===== src/rtl/mips_pkg.sv =====
// Shared MIPS constants and the fetch next-PC select encoding.
package mips_pkg;

   localparam logic [31:0] RESET_PC_DEFAULT = 32'h0000_0000;
   localparam logic [31:0] NOP_INSTR        = 32'h0000_0000;  // sll $0,$0,0

   localparam logic [5:0] OP_RTYPE = 6'h00;
   localparam logic [5:0] OP_JAL   = 6'h03;
   localparam logic [5:0] OP_BEQ   = 6'h04;
   localparam logic [5:0] OP_ADDI  = 6'h08;
   localparam logic [5:0] OP_ANDI  = 6'h0C;
   localparam logic [5:0] OP_ORI   = 6'h0D;
   localparam logic [5:0] OP_LW    = 6'h23;
   localparam logic [5:0] OP_SW    = 6'h2B;

   typedef enum logic [2:0] {
      PC_SEL_HOLD   = 3'd0,
      PC_SEL_JUMP   = 3'd1,
      PC_SEL_BRANCH = 3'd2,
      PC_SEL_SEQ    = 3'd3,
      PC_SEL_WAIT   = 3'd4
   } pc_sel_e;

endpackage


===== src/rtl/pc_next_sel.sv =====
// Combinational next-PC arithmetic and priority select for the fetch stage.
module pc_next_sel
   import mips_pkg::*;
(
   input  logic [31:0] pc,
   input  logic [31:0] id_pc_plus4,
   input  logic        id_valid,
   input  logic        stall,
   input  logic        jump,
   input  logic        branch_taken,
   input  logic [15:0] branch_offset,
   input  logic [25:0] jump_index,
   input  logic        imem_ready,
   output logic [31:0] pc_plus4,
   output logic [31:0] br_tgt,
   output logic [31:0] j_tgt,
   output pc_sel_e     sel
);

   logic jump_q_ok;
   logic branch_q_ok;

   assign pc_plus4 = pc + 32'd4;
   assign br_tgt   = id_pc_plus4 + {{14{branch_offset[15]}}, branch_offset, 2'b00};
   assign j_tgt    = {id_pc_plus4[31:28], jump_index, 2'b00};

   // A bubble in ID cannot be a branch or jump, so its redirect lines are ignored.
   assign jump_q_ok   = jump & id_valid;
   assign branch_q_ok = branch_taken & id_valid;

   always_comb begin
      sel = PC_SEL_WAIT;
      if (stall) begin
         sel = PC_SEL_HOLD;
      end else if (jump_q_ok) begin
         sel = PC_SEL_JUMP;
      end else if (branch_q_ok) begin
         sel = PC_SEL_BRANCH;
      end else if (imem_ready) begin
         sel = PC_SEL_SEQ;
      end
   end

endmodule


===== src/rtl/fetch_stage.sv =====
// MIPS instruction-fetch stage: PC register, imem interface and IF/ID pipeline register.
module fetch_stage
   import mips_pkg::*;
#(
   parameter logic [31:0] RESET_PC  = RESET_PC_DEFAULT,
   parameter logic [31:0] NOP_WORD  = NOP_INSTR
)(
   input  logic        clk,
   input  logic        reset,
   output logic [31:0] imem_addr,
   output logic        imem_req,
   input  logic [31:0] imem_rdata,
   input  logic        imem_ready,
   input  logic        stall,
   input  logic        branch_taken,
   input  logic [15:0] branch_offset,
   input  logic        jump,
   input  logic [25:0] jump_index,
   output logic [31:0] id_instr,
   output logic [5:0]  id_op_code,
   output logic [31:0] id_pc_plus4,
   output logic        id_valid
);

   logic [31:0] pc_q, pc_d;
   logic [31:0] id_instr_q, id_instr_d;
   logic [31:0] id_pc_plus4_q, id_pc_plus4_d;
   logic        id_valid_q, id_valid_d;

   logic [31:0] pc_plus4;
   logic [31:0] br_tgt;
   logic [31:0] j_tgt;
   pc_sel_e     sel;

   pc_next_sel u_pc_next_sel (
      .pc            (pc_q),
      .id_pc_plus4   (id_pc_plus4_q),
      .id_valid      (id_valid_q),
      .stall         (stall),
      .jump          (jump),
      .branch_taken  (branch_taken),
      .branch_offset (branch_offset),
      .jump_index    (jump_index),
      .imem_ready    (imem_ready),
      .pc_plus4      (pc_plus4),
      .br_tgt        (br_tgt),
      .j_tgt         (j_tgt),
      .sel           (sel)
   );

   // A bubble clears the instruction and valid bit but keeps id_pc_plus4.
   always_comb begin
      pc_d          = pc_q;
      id_instr_d    = id_instr_q;
      id_pc_plus4_d = id_pc_plus4_q;
      id_valid_d    = id_valid_q;
      case (sel)
         PC_SEL_HOLD: begin
         end
         PC_SEL_JUMP: begin
            pc_d       = j_tgt;
            id_instr_d = NOP_WORD;
            id_valid_d = 1'b0;
         end
         PC_SEL_BRANCH: begin
            pc_d       = br_tgt;
            id_instr_d = NOP_WORD;
            id_valid_d = 1'b0;
         end
         PC_SEL_SEQ: begin
            pc_d          = pc_plus4;
            id_instr_d    = imem_rdata;
            id_pc_plus4_d = pc_plus4;
            id_valid_d    = 1'b1;
         end
         PC_SEL_WAIT: begin
            id_instr_d = NOP_WORD;
            id_valid_d = 1'b0;
         end
         default: begin
         end
      endcase
   end

   always_ff @(posedge clk) begin
      if (reset) begin
         pc_q          <= RESET_PC;
         id_instr_q    <= NOP_WORD;
         id_pc_plus4_q <= 32'h0000_0000;
         id_valid_q    <= 1'b0;
      end else begin
         pc_q          <= pc_d;
         id_instr_q    <= id_instr_d;
         id_pc_plus4_q <= id_pc_plus4_d;
         id_valid_q    <= id_valid_d;
      end
   end

   assign imem_addr   = pc_q;
   assign imem_req    = ~reset;
   assign id_instr    = id_instr_q;
   assign id_op_code  = id_instr_q[31:26];
   assign id_pc_plus4 = id_pc_plus4_q;
   assign id_valid    = id_valid_q;

endmodule

===== config.mk =====
export PLATFORM = sky130hd
export DESIGN_NAME = fetch_stage
export DESIGN_NICKNAME = d
export VERILOG_FILES = /design/src/rtl/mips_pkg.sv /design/src/rtl/pc_next_sel.sv /design/src/rtl/fetch_stage.sv
export SDC_FILE = /design/constraint.sdc
export NUM_CORES = 1
export LEC_CHECK = 0
export ABC_AREA = 1
export ABC_CLOCK_PERIOD_IN_PS = 3050
export CAP_MARGIN = 20
export CORE_ASPECT_RATIO = 0.6
export CORE_MARGIN = 1.5
export CORE_UTILIZATION = 50
export DETAILED_ROUTE_END_ITERATION = 8
export GPL_ROUTABILITY_DRIVEN = 0
export MAX_ROUTING_LAYER = met4
export PLACE_DENSITY = 0.9
export SETUP_SLACK_MARGIN = 0.4
export SYNTH_ARGS = -nofsm -noshare
export SYNTH_HDL_FRONTEND = slang
export SYNTH_SLANG_ARGS = --single-unit

===== constraint.sdc =====
create_clock -name clk -period 3.05 [get_ports clk]
set_input_delay 0.4575 -clock clk [delete_from_list [all_inputs] [get_ports clk]]
set_output_delay 0.4575 -clock clk [all_outputs]
set_load 0.005 [all_outputs]

Word level (Yosys, flattened, before mapping)
Cells that the tools add are included.
- add/sub/neg operators: 2
- equal/unequal tests: 4
- mux-type cells: 7
- bitwise operators: 3
- reductions and logical operators: 3
- operator list (kind ; number):
    32-bit one-hot mux with 3 select lines ; 1
    32-bit one-hot mux with 2 select lines ; 1
    32-bit by 3-bit adder with 32-bit output (second input constant) ; 1
    32-bit adder ; 1
    3-bit 2-to-1 mux ; 4
    3-bit by 2-bit == test with 1-bit output (second input constant) ; 2
    3-bit by 1-bit == test with 1-bit output (second input constant) ; 1
    3-bit == test (second input constant) ; 1
    3-bit nonzero test ; 1
    3-bit OR reduction ; 1
    1-bit bitwise AND ; 2
    1-bit one-hot mux with 2 select lines ; 1
    2-bit nonzero test ; 1
    1-bit inverter ; 1
- register bits after elaboration: 97
- input port bits: 80
- output and inout port bits: 104
- logic and storage cells: 23

Longest topological paths before layout
Gate-level depths: netlist of the first run.
- word-level depth: 7
- depth in mapped cells: 14
- mapped depth without buffers: 14

Modules after synthesis
From an unflattened synthesis of the first run, not the netlist that was laid out.
- cell total of the unflattened synthesis: 1209
- area, all modules: 7330.8 um2
- by module, submodules not included (module ; instances ; cells each ; area each (um2) ; seq. area each (um2)):
    fetch_stage ; 1 ; 587 ; 4165.2 ; 1941.9
    pc_next_sel ; 1 ; 622 ; 3165.5 ; 0.0

Least setup slack after synthesis of the first run
No wires, ideal clock.
- path type: input -> register
- start: input port branch_offset[0]
- end: register pc_q[18] (netlist: imem_addr[18])
- library setup time: 70 ps
- data arrival time: 1892 ps
- required time: 2980 ps
- path slack: 1088 ps
- stages: 14
- path buffers: 0
- cell sequence: ha_1 inv_1 fa_1 inv_1 nand3_1 nand3_1 nand2_1 nand2_1 inv_1 nor2_1 nor2_1 nand2_1 nand3_1 a21oi_1
- word-level cells in the longest chain between the ends: 2
- RTL lines (what ; RTL line ; RTL):
    from (decl) ; fetch_stage.sv:16 ; input logic [15:0] branch_offset,
    32-bit adder ; pc_next_sel.sv:24 ; assign br_tgt = id_pc_plus4 + {{14{branch_offset[15]}}, branch_offset, 2'b00};
    32-bit one-hot mux with 3 select lines ; fetch_stage.sv:57 ; case (sel)
    to (signal assigned) ; fetch_stage.sv:92 ; pc_q <= pc_d;
    to (decl) ; fetch_stage.sv:25 ; logic [31:0] pc_q, pc_d;
Every way passes these cells.
A chain may end at the register's enable or synchronous reset.

Worst setup path after layout of the first run
Ends and elaborated chain as after synthesis.

==> results of run 1 <==
cell type report:
class,count,area (um^2)
clock buffers,11,253
clock inverters,5,86.3
fillers,1167,4360
inverters,152,577
multi-input cells,852,4180
flip-flops and latches,97,1940
well taps,175,219
repair buffers,196,1930
cells by family (layout without fill, tap and decap cells):
logic type	count (synthesis)	after routing	synth area share [%]
AOI/OAI and AO/OA	212	212	16.4
xor gates and xnor gates	2	2	0.254
DFF	97	97	28.1
buffers and inverters	193	364	11.5
and+or+nand+nor	607	607	37.9
adders and majority gates	31	31	5.73
Yosys cell counts (10+ instances only):
cell type  instances  share of area, %
nor2_1            90               4.9
clkbuf_1          19               1.0
a21oi_1          110               8.0
nand3_1           74               5.4
a31oi_1           10              0.91
nand2_1          384                21
buf_4             12               1.3
ha_1              30               5.4
inv_1            145               7.9
dfxtp_1           97                28
o21ai_0           66               4.8
nor3_1            13              0.94
state kept, by name, indices dropped and copies added, names as in the netlist:
register and flops:
id_instr 32, id_pc_plus4 32, imem_addr 32, id_valid 1
stage by stage:
stage          setup WS [ns]  std cells  setup TNS (ns)
2_1_floorplan           1.09       1142               0
3_5_place_dp         -0.0198       1472         -0.0198
4_1_cts                0.486       1488               0
3_3_place_gp         0.00399       1472               0
5_1_grt                0.453       1488               0
6_report               0.642       1488               0
routing by layer:
metal / GRT usage, % / vias to the layer above
met5: - / -
met4: 10.4 / 0
met3: 10.1 / 65
met2: 45.7 / 630
met1: 48.5 / 3700
li1: - / 3983
power groups by stage:
stage / logic, uW / registers (uW) / clock network, uW
5_1_grt: 772 / 1410 / 1340
6_report: 709 / 1400 / 1280
3_5_place_dp: 686 / 1430 / 0
3_3_place_gp: 673 / 1430 / 0
4_1_cts: 693 / 1400 / 1290
2_1_floorplan: 350 / 1410 / 0
worst max-delay path: cells and delay by family:
kind / cells / cell delay (ns)
AOI/OAI and AO/OA: 1 / 0.12
and+or+nand+nor: 8 / 0.80
buffers and inverters: 4 / 0.75
adders and majority gates: 2 / 0.59
timing repair:
item | 4_1_cts | 5_1_grt
cloned | 0 | 0
hold buffers | 0 | 0
setup endpoints to repair | 1 | 3
endpoints found under the hold margin | 0 | 0
setup buffers | 0 | 0
pin swaps | 0 | 1
gates resized for setup | 1 | 4
final timing paths:
path | start | to | slack [ns] | depth (start not counted)
hold / removal | id_instr[22] | id_instr[22] | 0.45 | 2
setup reg to reg | id_pc_plus4[2] | imem_addr[18] | 0.84 | 14
setup / recovery | branch_offset[0] | imem_addr[18] | 0.64 | 15
hold reg to reg | id_instr[22] | id_instr[22] | 0.45 | 2
==> impl_metrics.toml, run 1 <==
[power_and_ir_drop]
p_sw_share_pct = 28.4
ir_worst_vdd_v = 0.000269
p_leak_uw = 0.00408
combPwrFrac_pct = 20.9
finalPower_uw = 3390
seqPwrFrac_pct = 41.4
clock_power_share_pct = 37.7
intPower_uw = 2430
p_sw_uw = 964
power_density_nw_per_um2 = 369

[sta]
finalSetupViolations = 0
finalCritPeriodShare_pct = 79.0
tightest_slew_ns = 0.594
whs_ns = 0.455
period_needed_ns = 2.41
timing.fmax_ghz = 0.415
fin_worst_skew_ns = 0.00795
report.final.slew_viol_count = 0
rsz0062_at_grt = "false"
hold_viol = 0
slew_headroom_pct = 60.0

[drt]
totalWireLength_mm = 24.4
drt_iter0_drc = 995
wl_met3_mm = 3.80
ant_nets = 0
routed-wl-met2_mm = 9.37
route.detailed.drc = 0
routed.top_layer = "met4"
routed-via-count = 8378
via_per_inst = 5.63
met1_length_mm = 10.6
wl_per_cell_um = 16.4
drtPass1Iterations = 8

[place]
io_buffer_count = 183
dp_hpwl_mm = 18.9
post_dp_cell_area_um2 = 8820

[critical_path]
required_ns = 3.33
crit_slowest_cell = "clkdlybuf4s50_1"
cp_max_fo = 5
critPathKind = "primary input to flip-flop"
worstPathCellList = "clkdlybuf4s50_1 -> ha_1 -> inv_1 -> fa_1 -> inv_1 -> nand3_1 -> nand3_2 -> nand2_1 -> nand2_1 -> inv_1 -> nor2_1 -> nor2_1 -> nand2_1 -> nand3_1 -> a21oi_1"
cp-start-kind = "primary input"
worst_ep_arrival_time_ns = 2.69
endpoint_kind = "flip-flop"
max_stage_delay_ns = 0.47

[synthesis]
ys_seq_elements = 97
ys_warn_count = 0
netlist_instances = 1142
syn_avg_cell_area_um2 = 6.04
async_flop_share_pct = 0
yosysSeqAreaShare_pct = 28.1
synth-edff-count = 0
synth_nets = 1253
synth_cell_type_count = 43
synth_area_um2 = 6900
synth_top_flop_cell = "dfxtp_1"

[final_layout]
final_nets = 1419
final_cell_area_um2 = 9190
drive_gt1_share_pct = 6.32
n_antenna_cell = 0
final_common_cell = "nand2_1"
layout_common_cells = "nand2_1, clkdlybuf4s50_1, inv_1, a21oi_1, dfxtp_1"
syn2layout_area_growth_pct = 33.2
final_util_pct = 67.8

[global_route]
grt_max_degree = 51
grt_pass1_vias = 7323
antenna_found_initial = 0
grt_pass1_wl_mm = 37.7
overflow = 0
track_usage_pct = 34.1

[floorplanning]
pin_count = 184
num_rows = 33
fp.coreArea_um2 = 13500
die_w_um = 155
design.die.area_um2 = 14500
start_util_pct = 50.9
die_h_um = 94.0

[clocking]
clk_pin_slew_ns = 0.07
cts_tree = "yes"
cts_buffers = 9
cts_root_buffer = "clkbuf_16"
cts.sinks = 97
insertion_delay_ns = 0.35
cts-htree-levels = 3
clockBufferDepth = 2

[worst_hold_path]
hp-class = "flip-flop to flip-flop"

[run_status]
status = "complete, no violations"

[job]
maxCapViolCount = 0
Power figures use the tool's default switching activity.
==> run 2: changes to the inputs <==
Settings changed: ABC_CLOCK_PERIOD_IN_PS 3050 to 2550.
Clock period 3.05 ns to 2.55 ns, I/O delays scaled along.
==> impl_metrics.toml, run 2 (synthesized netlist as in run 1, its figures left out) <==
[global_route]
track_usage_pct = 35.4
overflow = 0
grt_pass1_wl_mm = 38.9
antenna_found_initial = 0
grt_pass1_vias = 7429
grt_max_degree = 51

[sta]
rsz0062_at_grt = "true"
finalSetupTns_ns = 0
worst_slack_ns = 0.436
whs_ns = 0.451
timing.fmax_ghz = 0.473
tightest_slew_ns = 0.639
hold_viol = 0
slew_headroom_pct = 57.0
finalCritPeriodShare_pct = 82.9
finalSetupViolations = 0
report.final.slew_viol_count = 0
period_needed_ns = 2.11
fin_worst_skew_ns = 0.00806

[drt]
via_per_inst = 5.69
ant_nets = 0
wl_per_cell_um = 17.0
routed.top_layer = "met4"
routed-via-count = 8588
drt_iter0_drc = 1161
wl_met3_mm = 3.92
drtPass1Iterations = 6
routed-wl-met2_mm = 10.5
met1_length_mm = 10.7
route.detailed.drc = 0
totalWireLength_mm = 25.7

[clocking]
clockBufferDepth = 2
cts.sinks = 97
cts_buffers = 9
cts_tree = "yes"
cts-htree-levels = 3
insertion_delay_ns = 0.35
clk_pin_slew_ns = 0.07
cts_root_buffer = "clkbuf_16"

[power_and_ir_drop]
clock_power_share_pct = 35.5
p_sw_share_pct = 30.4
power_density_nw_per_um2 = 422
combPwrFrac_pct = 22.7
intPower_uw = 2790
finalPower_uw = 4010
ir_worst_vdd_v = 0.000314
p_sw_uw = 1220
seqPwrFrac_pct = 41.8
p_leak_uw = 0.00420

[floorplanning]
start_util_pct = 50.9
die_w_um = 155
design.die.area_um2 = 14500
die_h_um = 94.0
fp.coreArea_um2 = 13500
pin_count = 184
num_rows = 33

[final_layout]
n_antenna_cell = 0
final_util_pct = 70.3
drive_gt1_share_pct = 10.9
syn2layout_area_growth_pct = 38.0
layout_common_cells = "nand2_1, clkdlybuf4s50_1, inv_1, a21oi_1, dfxtp_1"
final_common_cell = "nand2_1"
final_nets = 1441

[place]
pre_cts_ws_ns = -0.00643
io_buffer_count = 183
dp_hpwl_mm = 19.4

[worst_hold_path]
hp-class = "flip-flop to flip-flop"

[critical_path]
cp-start-kind = "primary input"
path_buf_inv = 1
cp_max_fo = 5
endpoint_kind = "flip-flop"
worst_ep_arrival_time_ns = 2.39
critical-path-top-delay-family = "simple AND/OR/NAND/NOR gates"
max_stage_delay_ns = 0.41
worstPathCellList = "clkdlybuf4s50_1 -> ha_1 -> nand2_1 -> nor2_1 -> nand2_1 -> nand3_1 -> nand2_1 -> nand3_1 -> nand3_1 -> a21oi_1"
crit_slowest_cell = "clkdlybuf4s50_1"
worst-r2r-setup-slack_ns = 0.52
critPathKind = "primary input to flip-flop"
required_ns = 2.82

[job]
maxCapViolCount = 0

[run_status]
status = "complete, no violations"
-- run 2: final timing paths --
| check | start | end | depth (start not counted) |
|---|---|---|---|
| max reg2reg | id_pc_plus4[11] | imem_addr[15] | 10 |
| min | id_instr[3] | id_instr[3] | 2 |
| max | branch_offset[10] | imem_addr[29] | 10 |
| min reg2reg | id_instr[3] | id_instr[3] | 2 |
-- run 2: stage by stage --
| stage | cell area [um^2] | std cells |
|---|---|---|
| finish | 9520 | 1510 |
| global route | 9520 | 1510 |
| CTS | 9350 | 1508 |
| detailed placement | 9010 | 1492 |
| global placement | 9010 | 1492 |
| floorplan | 6900 | 1142 |
-- run 2: what timing repair did --
item                       CTS  global route
hold endpoints to repair     0             0
setup endpoints to repair    7            35
resized for setup           12            38
hold buffers                 0             0
buffers inserted             0             2
pin swaps                    1             6
gates cloned                 0             0
-- run 2: layer usage --
layer | track usage, % | up-vias
met5 | - | -
met4 | 8.73 | 0
met3 | 11.3 | 63
met2 | 49.8 | 646
met1 | 48.7 | 3854
li1 | - | 4025
-- run 2: worst reg2reg max path: stages (launching register included) --
cell     delay [ns]
dfxtp_1        0.45
ha_1           0.33
nand2_1        0.13
inv_1          0.07
nand2_1        0.10
inv_1          0.09
a21oi_2        0.15
nand2_2        0.12
or2_2          0.30
a31oi_2        0.13
nor2_1         0.05
-- run 2: layout make-up --
| type | instances | area (um^2) |
|---|---|---|
| well taps | 175 | 219 |
| flip-flops and latches | 97 | 1940 |
| fillers | 1125 | 4020 |
| clock inverters | 6 | 72.6 |
| repair buffers | 218 | 2130 |
| multi-input cells | 852 | 4350 |
| clock buffers | 10 | 229 |
| inverters | 152 | 584 |
-- run 2: power by group through the flow --
stage	logic (uW)	clock network [uW]	registers, uW
6_report	911	1420	1680
3_3_place_gp	839	0	1700
3_5_place_dp	855	0	1710
4_1_cts	868	1430	1670
5_1_grt	981	1500	1690
2_1_floorplan	419	0	1690
==> run 3: changes to the inputs <==
Settings changed: ABC_CLOCK_PERIOD_IN_PS 2550 to 1750, CORE_UTILIZATION 50 to 45, PLACE_DENSITY 0.9 to 0.86.
Clock period 2.55 ns to 1.75 ns, I/O delays scaled along.
==> impl_metrics.toml, run 3 <==
[synthesis]
ys_warn_count = 0
yosysMostFrequentCell = "nand2_1"
synth-compound-area-share_pct = 16.4
synth_mux_area_share_pct = 0
yosysSeqAreaShare_pct = 28.1
yosys-top-cells-area = "dfxtp_1, nand2_1, a21oi_1, inv_1, ha_1"
synth-edff-count = 0
synth-xor-area-share_pct = 0.254
synth_area_leader_cell = "dfxtp_1"
synth.top_cell.area_share_pct = 28.1
synthTopCellsByCount = "nand2_1, inv_1, a21oi_1"
synthAdderAreaFrac_pct = 5.73
syn_avg_cell_area_um2 = 6.04
synth_cell_type_count = 43
synth_top_family_by_area = "simple AND/OR/NAND/NOR gates"
synth_area_um2 = 6900
synth_top_flop_cell = "dfxtp_1"
synth_simple_gate_area_share_pct = 37.9
synth_nets = 1253
ys_seq_elements = 97
netlist_instances = 1142
async_flop_share_pct = 0

[clocking]
cts_root_buffer = "clkbuf_16"
cts-htree-levels = 3
clockBufferDepth = 2
cts_buffers = 9
cts.sinks = 97

[run_status]
status = "aborted with a tool error"
failing_step = "global routing (5_1_grt)"
firstError = "[ERROR GRT-0232] Routing congestion too high. Check the congestion heatmap in the GUI."

[sta]
worst-ep-kind = "sequential cell input"
crit_endpoint = "imem_addr[18]$_SDFFE_PP0P_/D"

[floorplanning]
start_util_pct = 46.9
die_w_um = 163
pin_count = 184
num_rows = 34
die_h_um = 98.9

[place]
pre_cts_ws_ns = -0.553
dp_hpwl_mm = 21.2
io_buffer_count = 183
post-place-cells = 1608

[global_route]
track_usage_pct = 75.3
overflow = 25
grt_max_degree = 51
==> run 3: cell counts after synthesis <==
Identical to the previous run, type by type.
==> run 3: metrics by stage <==
stage          area [um^2]  TNS, ns  util [%]
3_5_place_dp         10300   -16.46      70.0
2_1_floorplan         7410        0         -
4_1_cts              12100   -0.130      82.3
3_3_place_gp         10300   -13.31      70.0
==> run 3: cell families after synthesis <==
family                   count (synthesis)
AO/OA/AOI/OAI                          212
XOR/XNOR                                 2
adder cells (fa/ha/maj)                 31
buffers and inverters                  193
flip-flops                              97
AND/OR/NAND/NOR                        607
==> run 3: routing by layer <==
layer  overflow  track usage (%)
met5          -                -
met4          8             67.0
met3          1             60.7
met2         15             89.2
met1          1             76.5
==> run 3: timing repair <==
item,CTS
endpoints found under the setup margin,196
gates resized for setup,482
setup buffers,63
hold endpoints to repair,0
hold buffers,0
pin swaps,105
cloned,2
==> run 4: changes to the inputs <==
Settings changed: ABC_CLOCK_PERIOD_IN_PS 1750 to 2300, CORE_ASPECT_RATIO 0.6 to default, CORE_UTILIZATION 45 to 35, MAX_ROUTING_LAYER met4 to default, PLACE_DENSITY 0.86 to default, PLACE_DENSITY_LB_ADDON from default to 0.15, SETUP_SLACK_MARGIN 0.4 to default.
Clock period 1.75 ns to 2.3 ns, I/O delays scaled along.
==> impl_metrics.toml, run 4 (synthesized netlist as in run 1, its figures left out) <==
[floorplanning]
fp.coreArea_um2 = 19400
die_h_um = 143
design.die.area_um2 = 20600
start_util_pct = 35.6
pin_count = 184
die_w_um = 143
num_rows = 51

[sta]
hold_viol = 0
finalSetupViolations = 0
report.final.slew_viol_count = 0
fin_worst_skew_ns = 0.0110
finalCritPeriodShare_pct = 95.7
period_needed_ns = 2.20
slew_headroom_pct = 49.0
timing.fmax_ghz = 0.454
finalSetupTns_ns = 0
rsz0062_at_grt = "false"
tightest_slew_ns = 0.758

[clocking]
cts-htree-levels = 3
clk_pin_slew_ns = 0.07
cts_buffers = 9
clockBufferDepth = 2
cts_root_buffer = "clkbuf_16"
cts.sinks = 97
cts_tree = "yes"
post_cts_buffers = 0
insertion_delay_ns = 0.35

[final_layout]
fillers = 2033
n_antenna_cell = 0
final_common_cell = "nand2_1"
syn2layout_area_growth_pct = 42.7
final_cell_area_um2 = 9850
drive_gt1_share_pct = 11.3
final_util_pct = 50.8
final_nets = 1488
layout_common_cells = "nand2_1, clkdlybuf4s50_1, inv_1, a21oi_1, dfxtp_1"

[critical_path]
startpoint = "branch_offset[15]"
worst-r2r-setup-slack_ns = 0.30
critPathKind = "primary input to flip-flop"
endpoint_kind = "flip-flop"
r2r-end = "imem_addr[30]"
cp-start-kind = "primary input"
required_ns = 2.58
worst_ep_arrival_time_ns = 2.48
cp_max_fo = 15
reg2regPathDepth = 12
r2r-start = "id_pc_plus4[2]"

[drt]
via_per_inst = 4.90
ant_nets = 0
met1_length_mm = 11.5
drtPass1Iterations = 5
routed.top_layer = "met4"
routed-wl-met2_mm = 11.6
route.detailed.drc = 0
routed-via-count = 8075
wl_met3_mm = 1.80
drt_iter0_drc = 531
totalWireLength_mm = 25.7
wl_per_cell_um = 15.6

[power_and_ir_drop]
clock_power_share_pct = 36.8
finalPower_uw = 4570
ir_worst_vdd_v = 0.000354
power_density_nw_per_um2 = 464
seqPwrFrac_pct = 40.6
p_sw_share_pct = 28.6
combPwrFrac_pct = 22.5
p_leak_uw = 0.00440
intPower_uw = 3260
p_sw_uw = 1310

[global_route]
overflow = 0
grt_pass1_wl_mm = 39.9
grt_max_degree = 51
track_usage_pct = 25.4
grt_pass1_vias = 7476
antenna_found_initial = 0

[place]
post_dp_cell_area_um2 = 9490
dp_hpwl_mm = 20.4
io_buffer_count = 183

[worst_hold_path]
hold_depth = 2
holdCritStartpoint = "id_instr[6]"
holdPathEnd = "id_instr[6]"
hp-class = "flip-flop to flip-flop"

[job]
maxCapViolCount = 0

[run_status]
status = "complete, no violations"
## run 4: power by group through the flow
| stage | clock (uW) | combinational (uW) | sequential (uW) |
|---|---|---|---|
| 2_1_floorplan | 0 | 464 | 1870 |
| 3_3_place_gp | 0 | 1020 | 1890 |
| 3_5_place_dp | 0 | 1020 | 1890 |
| 4_1_cts | 1710 | 1030 | 1860 |
| 5_1_grt | 1770 | 1140 | 1870 |
| 6_report | 1680 | 1030 | 1860 |
## run 4: worst max path at each step
| stage | endpoint | slack (ns) | cells after the start |
|---|---|---|---|
| 2_1_floorplan | imem_addr[18] | 0.43 | 14 |
| 3_3_place_gp | imem_addr[21] | -0.37 | 12 |
| 3_5_place_dp | imem_addr[21] | -0.43 | 12 |
| 6_report | imem_addr[21] | 0.1 | 11 |
| 5_1_grt | imem_addr[31] | 0.01 | 14 |
| 4_1_cts | imem_addr[21] | 0.05 | 11 |
## run 4: metrics by stage
stage	setup WS [ns]	hold slack (ns)	cells
floorplan	0.431	0.448	1142
global placement	-0.371	0.437	1631
detailed placement	-0.428	0.445	1631
CTS	0.0465	0.453	1647
global route	0.0112	0.468	1647
finish	0.0991	0.449	1647
## run 4: routing by layer
metal / GRT usage, % / vias up
met1: 33.7 / 3642
met3: 4.50 / 41
met2: 41.2 / 282
li1: - / 4110
met4: 9.56 / 0
met5: 0 / -
## run 4: final cells by class
type / instances / area (um^2) / area share, %
timing repair buffer: 265 / 2480 / 25.2
tap: 265 / 332 / 3.37
inverter: 152 / 577 / 5.86
clock buffer: 11 / 243 / 2.47
multi-input combinational: 852 / 4190 / 42.6
clock inverter: 5 / 78.8 / 0.801
sequential: 97 / 1940 / 19.7
## run 4: critical path, cell delays in order
cell and delay [ns]:
clkdlybuf4s50_1 0.45, buf_12 0.17, ha_1 0.36, nand2_1 0.13
nor2_2 0.14, inv_1 0.09, nor2_4 0.13, nand4_1 0.18
nand4_1 0.14, nand3_1 0.18, a21oi_1 0.16
## run 4: timing repair
item	CTS	global route
pin swaps	0	0
hold buffers	0	0
setup endpoints to repair	1	7
hold endpoints to repair	0	0
gates resized for setup	1	7
